===== src/rtl/egg_job_dispatcher.sv =====
// egg_job_dispatcher: accepts a mining job, sweeps its nonce range through
// egg_core one nonce at a time, and reports hashes below the target.
//
// Handshakes: job_* and found_* are valid/ready; a transfer happens on the
// rising clk edge where valid && ready are both high. The producer holds its
// payload stable while valid is high and ready is low. core_start/core_done
// are single-cycle pulses with exactly one nonce in flight.
module egg_job_dispatcher #(
  parameter int HDR_W        = 512,
  parameter int NONCE_W      = 32,
  parameter int HASH_W       = 256,
  parameter int TIMEOUT      = 1024,
  parameter bit STOP_ON_FIND = 1'b0
) (
  input  logic                      clk,
  input  logic                      rst,
  input  logic                      job_valid,
  output logic                      job_ready,
  input  logic [HDR_W-NONCE_W-1:0]  job_header,
  input  logic [HASH_W-1:0]         job_target,
  input  logic [NONCE_W-1:0]        job_nonce_start,
  input  logic [NONCE_W-1:0]        job_nonce_count,
  input  logic                      abort,
  output logic                      core_start,
  output logic [HDR_W-1:0]          core_header,
  input  logic                      core_done,
  input  logic [HASH_W-1:0]         core_hash,
  output logic                      found_valid,
  input  logic                      found_ready,
  output logic [NONCE_W-1:0]        found_nonce,
  output logic [HASH_W-1:0]         found_hash,
  output logic                      job_done,
  output logic                      timeout_err,
  output logic [NONCE_W-1:0]        hashes_tried
);

  localparam int TPL_W = HDR_W - NONCE_W;
  localparam int TMR_W = (TIMEOUT > 2) ? $clog2(TIMEOUT) : 1;
  localparam logic [TMR_W-1:0] TMR_LAST = TMR_W'(TIMEOUT - 1);

  typedef enum logic [2:0] {
    S_IDLE, S_ISSUE, S_WAIT, S_CHECK, S_REPORT, S_DONE
  } state_e;

  state_e             state_q, state_d;
  logic [TPL_W-1:0]   tpl_q, tpl_d;
  logic [HASH_W-1:0]  target_q, target_d;
  logic [NONCE_W-1:0] nonce_q, nonce_d;
  logic [NONCE_W-1:0] remaining_q, remaining_d;
  logic [TMR_W-1:0]   timer_q, timer_d;
  logic [HASH_W-1:0]  hash_q, hash_d;
  logic [NONCE_W-1:0] tried_q, tried_d;
  logic [NONCE_W-1:0] tried_inc;
  logic               advance;
  logic               timeout_fire;

  // Attempt counter sticks at all-ones instead of wrapping.
  assign tried_inc = (&tried_q) ? tried_q : tried_q + NONCE_W'(1);

  // Next-state and datapath updates; abort outside IDLE overrides everything.
  always_comb begin
    state_d      = state_q;
    tpl_d        = tpl_q;
    target_d     = target_q;
    nonce_d      = nonce_q;
    remaining_d  = remaining_q;
    timer_d      = timer_q;
    hash_d       = hash_q;
    tried_d      = tried_q;
    advance      = 1'b0;
    timeout_fire = 1'b0;
    if (abort && (state_q != S_IDLE)) begin
      state_d = S_IDLE;
    end else begin
      unique case (state_q)
        S_IDLE: begin
          if (job_valid && !abort) begin
            tpl_d       = job_header;
            target_d    = job_target;
            nonce_d     = job_nonce_start;
            remaining_d = job_nonce_count;
            tried_d     = '0;
            state_d     = (job_nonce_count == '0) ? S_DONE : S_ISSUE;
          end
        end
        S_ISSUE: begin
          timer_d = '0;
          state_d = S_WAIT;
        end
        S_WAIT: begin
          if (core_done) begin
            hash_d  = core_hash;
            tried_d = tried_inc;
            state_d = S_CHECK;
          end else if (timer_q == TMR_LAST) begin
            timeout_fire = 1'b1;
            tried_d      = tried_inc;
            advance      = 1'b1;
          end else begin
            timer_d = timer_q + TMR_W'(1);
          end
        end
        S_CHECK: begin
          if (hash_q < target_q) state_d = S_REPORT;
          else                   advance = 1'b1;
        end
        S_REPORT: begin
          if (found_ready) begin
            if (STOP_ON_FIND) state_d = S_DONE;
            else              advance = 1'b1;
          end
        end
        S_DONE:  state_d = S_IDLE;
        default: state_d = S_IDLE;
      endcase
      // Move to the next nonce, or finish when this was the last one.
      if (advance) begin
        if (remaining_q == NONCE_W'(1)) begin
          state_d = S_DONE;
        end else begin
          remaining_d = remaining_q - NONCE_W'(1);
          nonce_d     = nonce_q + NONCE_W'(1);
          state_d     = S_ISSUE;
        end
      end
    end
  end

  // State and datapath registers with synchronous reset.
  always_ff @(posedge clk) begin
    if (rst) begin
      state_q     <= S_IDLE;
      tpl_q       <= '0;
      target_q    <= '0;
      nonce_q     <= '0;
      remaining_q <= '0;
      timer_q     <= '0;
      hash_q      <= '0;
      tried_q     <= '0;
    end else begin
      state_q     <= state_d;
      tpl_q       <= tpl_d;
      target_q    <= target_d;
      nonce_q     <= nonce_d;
      remaining_q <= remaining_d;
      timer_q     <= timer_d;
      hash_q      <= hash_d;
      tried_q     <= tried_d;
    end
  end

  // Outputs decode the state; pulses and found_valid drop as soon as rst rises.
  always_comb begin
    job_ready    = (state_q == S_IDLE);
    core_start   = (state_q == S_ISSUE) && !rst;
    core_header  = {tpl_q, nonce_q};
    found_valid  = (state_q == S_REPORT) && !rst;
    found_nonce  = nonce_q;
    found_hash   = hash_q;
    job_done     = (state_q == S_DONE) && !rst;
    timeout_err  = timeout_fire && !rst;
    hashes_tried = tried_q;
  end

endmodule


===== config.mk =====
export PLATFORM = sky130hd
export DESIGN_NAME = egg_job_dispatcher
export DESIGN_NICKNAME = d
export VERILOG_FILES = /design/src/rtl/egg_job_dispatcher.sv
export SDC_FILE = /design/constraint.sdc
export NUM_CORES = 2
export LEC_CHECK = 0
export ABC_CLOCK_PERIOD_IN_PS = 3200
export CORE_AREA = 5 5 730 732
export CTS_CLUSTER_SIZE = 28
export DETAILED_ROUTE_END_ITERATION = 10
export DIE_AREA = 0 0 735 737
export PLACE_DENSITY_LB_ADDON = 0.12
export SYNTH_ARGS = -nofsm -noshare
export SYNTH_HDL_FRONTEND = slang
export SYNTH_SLANG_ARGS = --single-unit

===== constraint.sdc =====
create_clock -name clk -period 3.2 [get_ports clk]
set_clock_uncertainty 0.05 [all_clocks]
set_input_delay 0.32 -clock clk [delete_from_list [all_inputs] [get_ports clk]]
set_output_delay 0.32 -clock clk [all_outputs]
set_load 0.005 [all_outputs]

==> impl_metrics.ini <==
[setup_path]
timing_worst_setup_path_type = flop to flop
worstSetupStartpointType = flop
r2r-end = found_nonce[30]$_SDFFE_PP0N_
worstPathArrival_ns = 4.87
required_time_worst_endpoint_ns = 3.92
setup.reg_to_reg.worst_slack_ns = -0.95
crit_path_max_fanout = 6
end_kind = flop
reg2reg_from = target_q[88]$_SDFFE_PP0P_
r2r.worst_path.cells = 16

[timing]
worst_path_setup_slack_after_routing_ns = -0.9490
period_minus_slack_ns = 4.149
maxSlewViolCount = 0
highest_attainable_clock_frequency_ghz = 0.2410
rsz0062_at_grt = true
timing.final.hold_violations = 0
layout_worst_path_cycle_share_pct = 129.7
worst-slew-pin-transition_ns = 1.230
worst_slew_margin_rel_pct = 17.88
finish_stage_setup_viols = 66

[cells_and_area]
final_core_utilization_pct = 17.75
area_overhead_of_the_layout_relative_to_synthesis_pct = 100.6
multiInputGateArea_mm2 = 0.02278
regArea_mm2 = 0.02206
fillCellCount = 59300
fraction_of_layout_cells_with_a_size_suffix_above_1_pct = 12.77
finalNonFillerCells = 16410
nets = 10520

[min_path]
cell_depth_of_the_worst_hold_path = 3
hold_path_sink = found_hash[129]$_SDFFE_PP0P_
worstHoldStart = core_hash[129]
worst_hold_path_type = input pin to flop

[clock_network]
cts.clk_slew.worst_paths_ns = 0.06
cts-root-buf = clkbuf_16
tritoncts = yes
tritoncts_num_sinks = 1101
tritoncts.num_buffers = 172
clock_insertion_delay_worst_skew_ns = 0.88
clock_tree.buffer_depth = 4
cts-htree-levels = 4

[route]
drt-total-wl_um = 469100
via_count = 57040
first_pass_iters = 5
initialDrtViolationCount = 3277
wire_per_inst_um = 28.60
avgViaCountPerCell = 3.477
drcViolationCount = 0
route.antenna.remaining_nets = 0

[grt]
global_route.overflow_total = 0
number_of_antenna_violations_at_the_first_check_in_global_routing = 339
grt_max_degree = 159
grt_usage_pct = 16.52
grt_pass1_vias = 58160
grt_first_pass_wirelength_um = 599300

[logic_synthesis]
synth_sequential_area_ratio_pct = 47.34
post_synthesis_sequential_element_count = 1101
count_of_unique_library_cells_instantiated_by_yosys = 77
synthesis.nets = 7377
synth_top_area_share_pct = 47.34
async_flop_share_pct = 0
post_synth_inst_count = 6055
syn_area_per_cell_um2 = 7.690
synth_top_cells_by_area = dfxtp_1 47%, nand2_1 17%, a21oi_1 12%
netlist.top_cell.by_area = dfxtp_1
synth-edff-count = 0
area_of_the_mapped_netlist_mm2 = 0.04656
yosys_most_used_dff = dfxtp_1
ys.warnings.count = 0

[place]
io_buffers = 1898
finalWeightedCongestion = 0.9396
dp.cells = 15260
detailed_place_hpwl_um = 397300

[flow_run]
max_cap_violations = 0

[power_and_ir_drop]
power_leakage_nw = 33.26
powerDensity_mw_per_mm2 = 461.8
ir_worst_vdd_mv = 0.3890

[floorplanning]
fp.coreArea_mm2 = 0.5262
die_w_um = 735
initial_utilization_pct = 8.850
design.die.area_mm2 = 0.5417
die_h_um = 737
ioPinCount = 1899
row_count = 267

[run_status]
violations = setup timing
status = finished, violations left
## cell families after synthesis
kind of cell | Yosys count | share of synthesized area, %
xor+xnor | 39 | 0.7336
fa+ha+maj | 260 | 6.986
mux | 6 | 0.1317
compound gates | 1400 | 16.59
simple gates | 2555 | 22.27
buf+inv | 694 | 5.957
flops | 1101 | 47.34
## final cells by class
class,count,share of cell area [%]
Timing Repair Buffer,3376,35.34
Multi-Input combinational cell,4261,24.39
Sequential cell,1101,23.62
Tap cell,6994,9.368
Clock buffer,251,5.301
Inverter,281,1.129
Clock inverter,47,0.6001
Antenna cell,94,0.2518
## how the worst max path moves through the flow
stage	from	to	slack, ns	depth (start not counted)
6_report	target_q[88]$_SDFFE_PP0P_	found_nonce[30]$_SDFFE_PP0N_	-0.95	16
3_5_place_dp	target_q[138]$_SDFFE_PP0P_	found_nonce[1]$_SDFFE_PP0N_	-1.41	18
2_1_floorplan	target_q[155]$_SDFFE_PP0P_	remaining_q[25]$_SDFFE_PP0N_	-0.01	14
5_1_grt	target_q[88]$_SDFFE_PP0P_	remaining_q[24]$_SDFFE_PP0N_	-1.09	16
4_1_cts	target_q[89]$_SDFFE_PP0P_	found_nonce[14]$_SDFFE_PP0N_	-1.02	19
3_3_place_gp	target_q[81]$_SDFFE_PP0P_	found_nonce[1]$_SDFFE_PP0N_	-1.36	17
## repair_timing
action,CTS,global route
hold endpoints to repair,718,0
hold buffers,718,0
resized for setup,175,74
pin swaps,80,39
gates cloned,5,1
endpoints found under the setup margin,67,71
setup buffers,24,15
## where the power goes
group	switching, W	total (W)	internal [W]	leakage, nW
combinational	0.00483	0.00901	0.00418	21.6
sequential	0.000488	0.0149	0.0144	8.96
clock	0.00811	0.0193	0.0112	2.70
## state kept, by name, summed over array words and instances, names as in the netlist
register      flops
found_hash      256
timer_q          10
target_q        256
tpl_q           480
state_q           3
hashes_tried     32
found_nonce      32
remaining_q      32
## synthesized netlist by cell type, drive strengths merged, types with 4 or more instances
master	instances
o221ai	6
dfxtp	1101
o31ai	7
xor2	20
a31o	6
a221oi	13
inv	281
and2	13
a21o	31
nor4	38
o21ai	66
nor2b	5
mux2i	5
xnor2	19
or3	20
o31a	4
or2	4
o311ai	9
nand2b	10
ha	260
o32ai	5
and3	24
and4	14
nand4	73
a211oi	35
a31oi	14
a22oi	16
nand2	2126
nor3	42
clkbuf	362
nand3	55
a21oi	1114
buf	51
nor2	114
a311oi	12
o211ai	6
o21a	6
a2111oi	7
o22ai	18
or4	7
## metrics by stage
stage | cell area, um2 | TNS [ns] | worst slack [ns] | hold slack, ns | total power (W)
2_1_floorplan | 46600 | -0.03056 | -0.01131 | 0.3863 | 0.01734
3_3_place_gp | 78960 | -76.63 | -1.364 | 0.3926 | 0.02316
3_5_place_dp | 78960 | -78.62 | -1.414 | 0.3965 | 0.02315
4_1_cts | 92780 | -58.88 | -1.018 | 0.0003451 | 0.04431
5_1_grt | 93280 | -65.03 | -1.088 | 0.03862 | 0.04519
6_report | 93410 | -55.39 | -0.9490 | 0.08840 | 0.04314
## worst max-delay path, stage by stage (launching register included)
cell       delay [ns]
dfxtp_2          0.33
inv_2            0.05
ha_4             0.25
nand4_1          0.21
nor4_2           0.30
buf_4            0.16
nand4b_1         0.12
buf_4            0.18
or4b_4           0.60
or4_4            0.47
o22ai_4          0.14
buf_12           0.14
or3_4            0.16
a21oi_4          0.12
buf_12           0.17
mux2_4           0.31
a2111oi_4        0.28
## layout by cell type, fill, tap and decap left out, types with 12 or more instances in the layout
cell type           n
a21o_1             31
clkdlybuf4s50_1  1895
clkinv_2           25
a31oi_1            13
buf_6              33
buf_12             74
o21ai_0            52
clkbuf_1           45
nor4_1             28
dlygate4sd3_1     718
o22ai_1            12
clkbuf_16         174
or3_1              17
nand2_1          2123
diode_2            94
dfxtp_1          1082
clkbuf_8           33
dfxtp_2            19
a211oi_1           17
nand3_1            50
nor2_1            111
a22oi_1            14
nor3_1             31
inv_1             276
nand4_1            73
and4_1             13
xnor2_1            19
buf_4             647
a211oi_2           16
xor2_1             20
a21oi_1          1107
and3_1             23
ha_1              250
## layer usage
layer | track usage, % | routed length (um) | up-vias
met5 | 0 | 820 | -
met4 | 3.098 | 10470 | 134
met3 | 4.527 | 31460 | 681
met2 | 26.37 | 207400 | 2076
met1 | 22.27 | 219000 | 27570
li1 | - | - | 26580
Power figures use the tool's default switching activity.
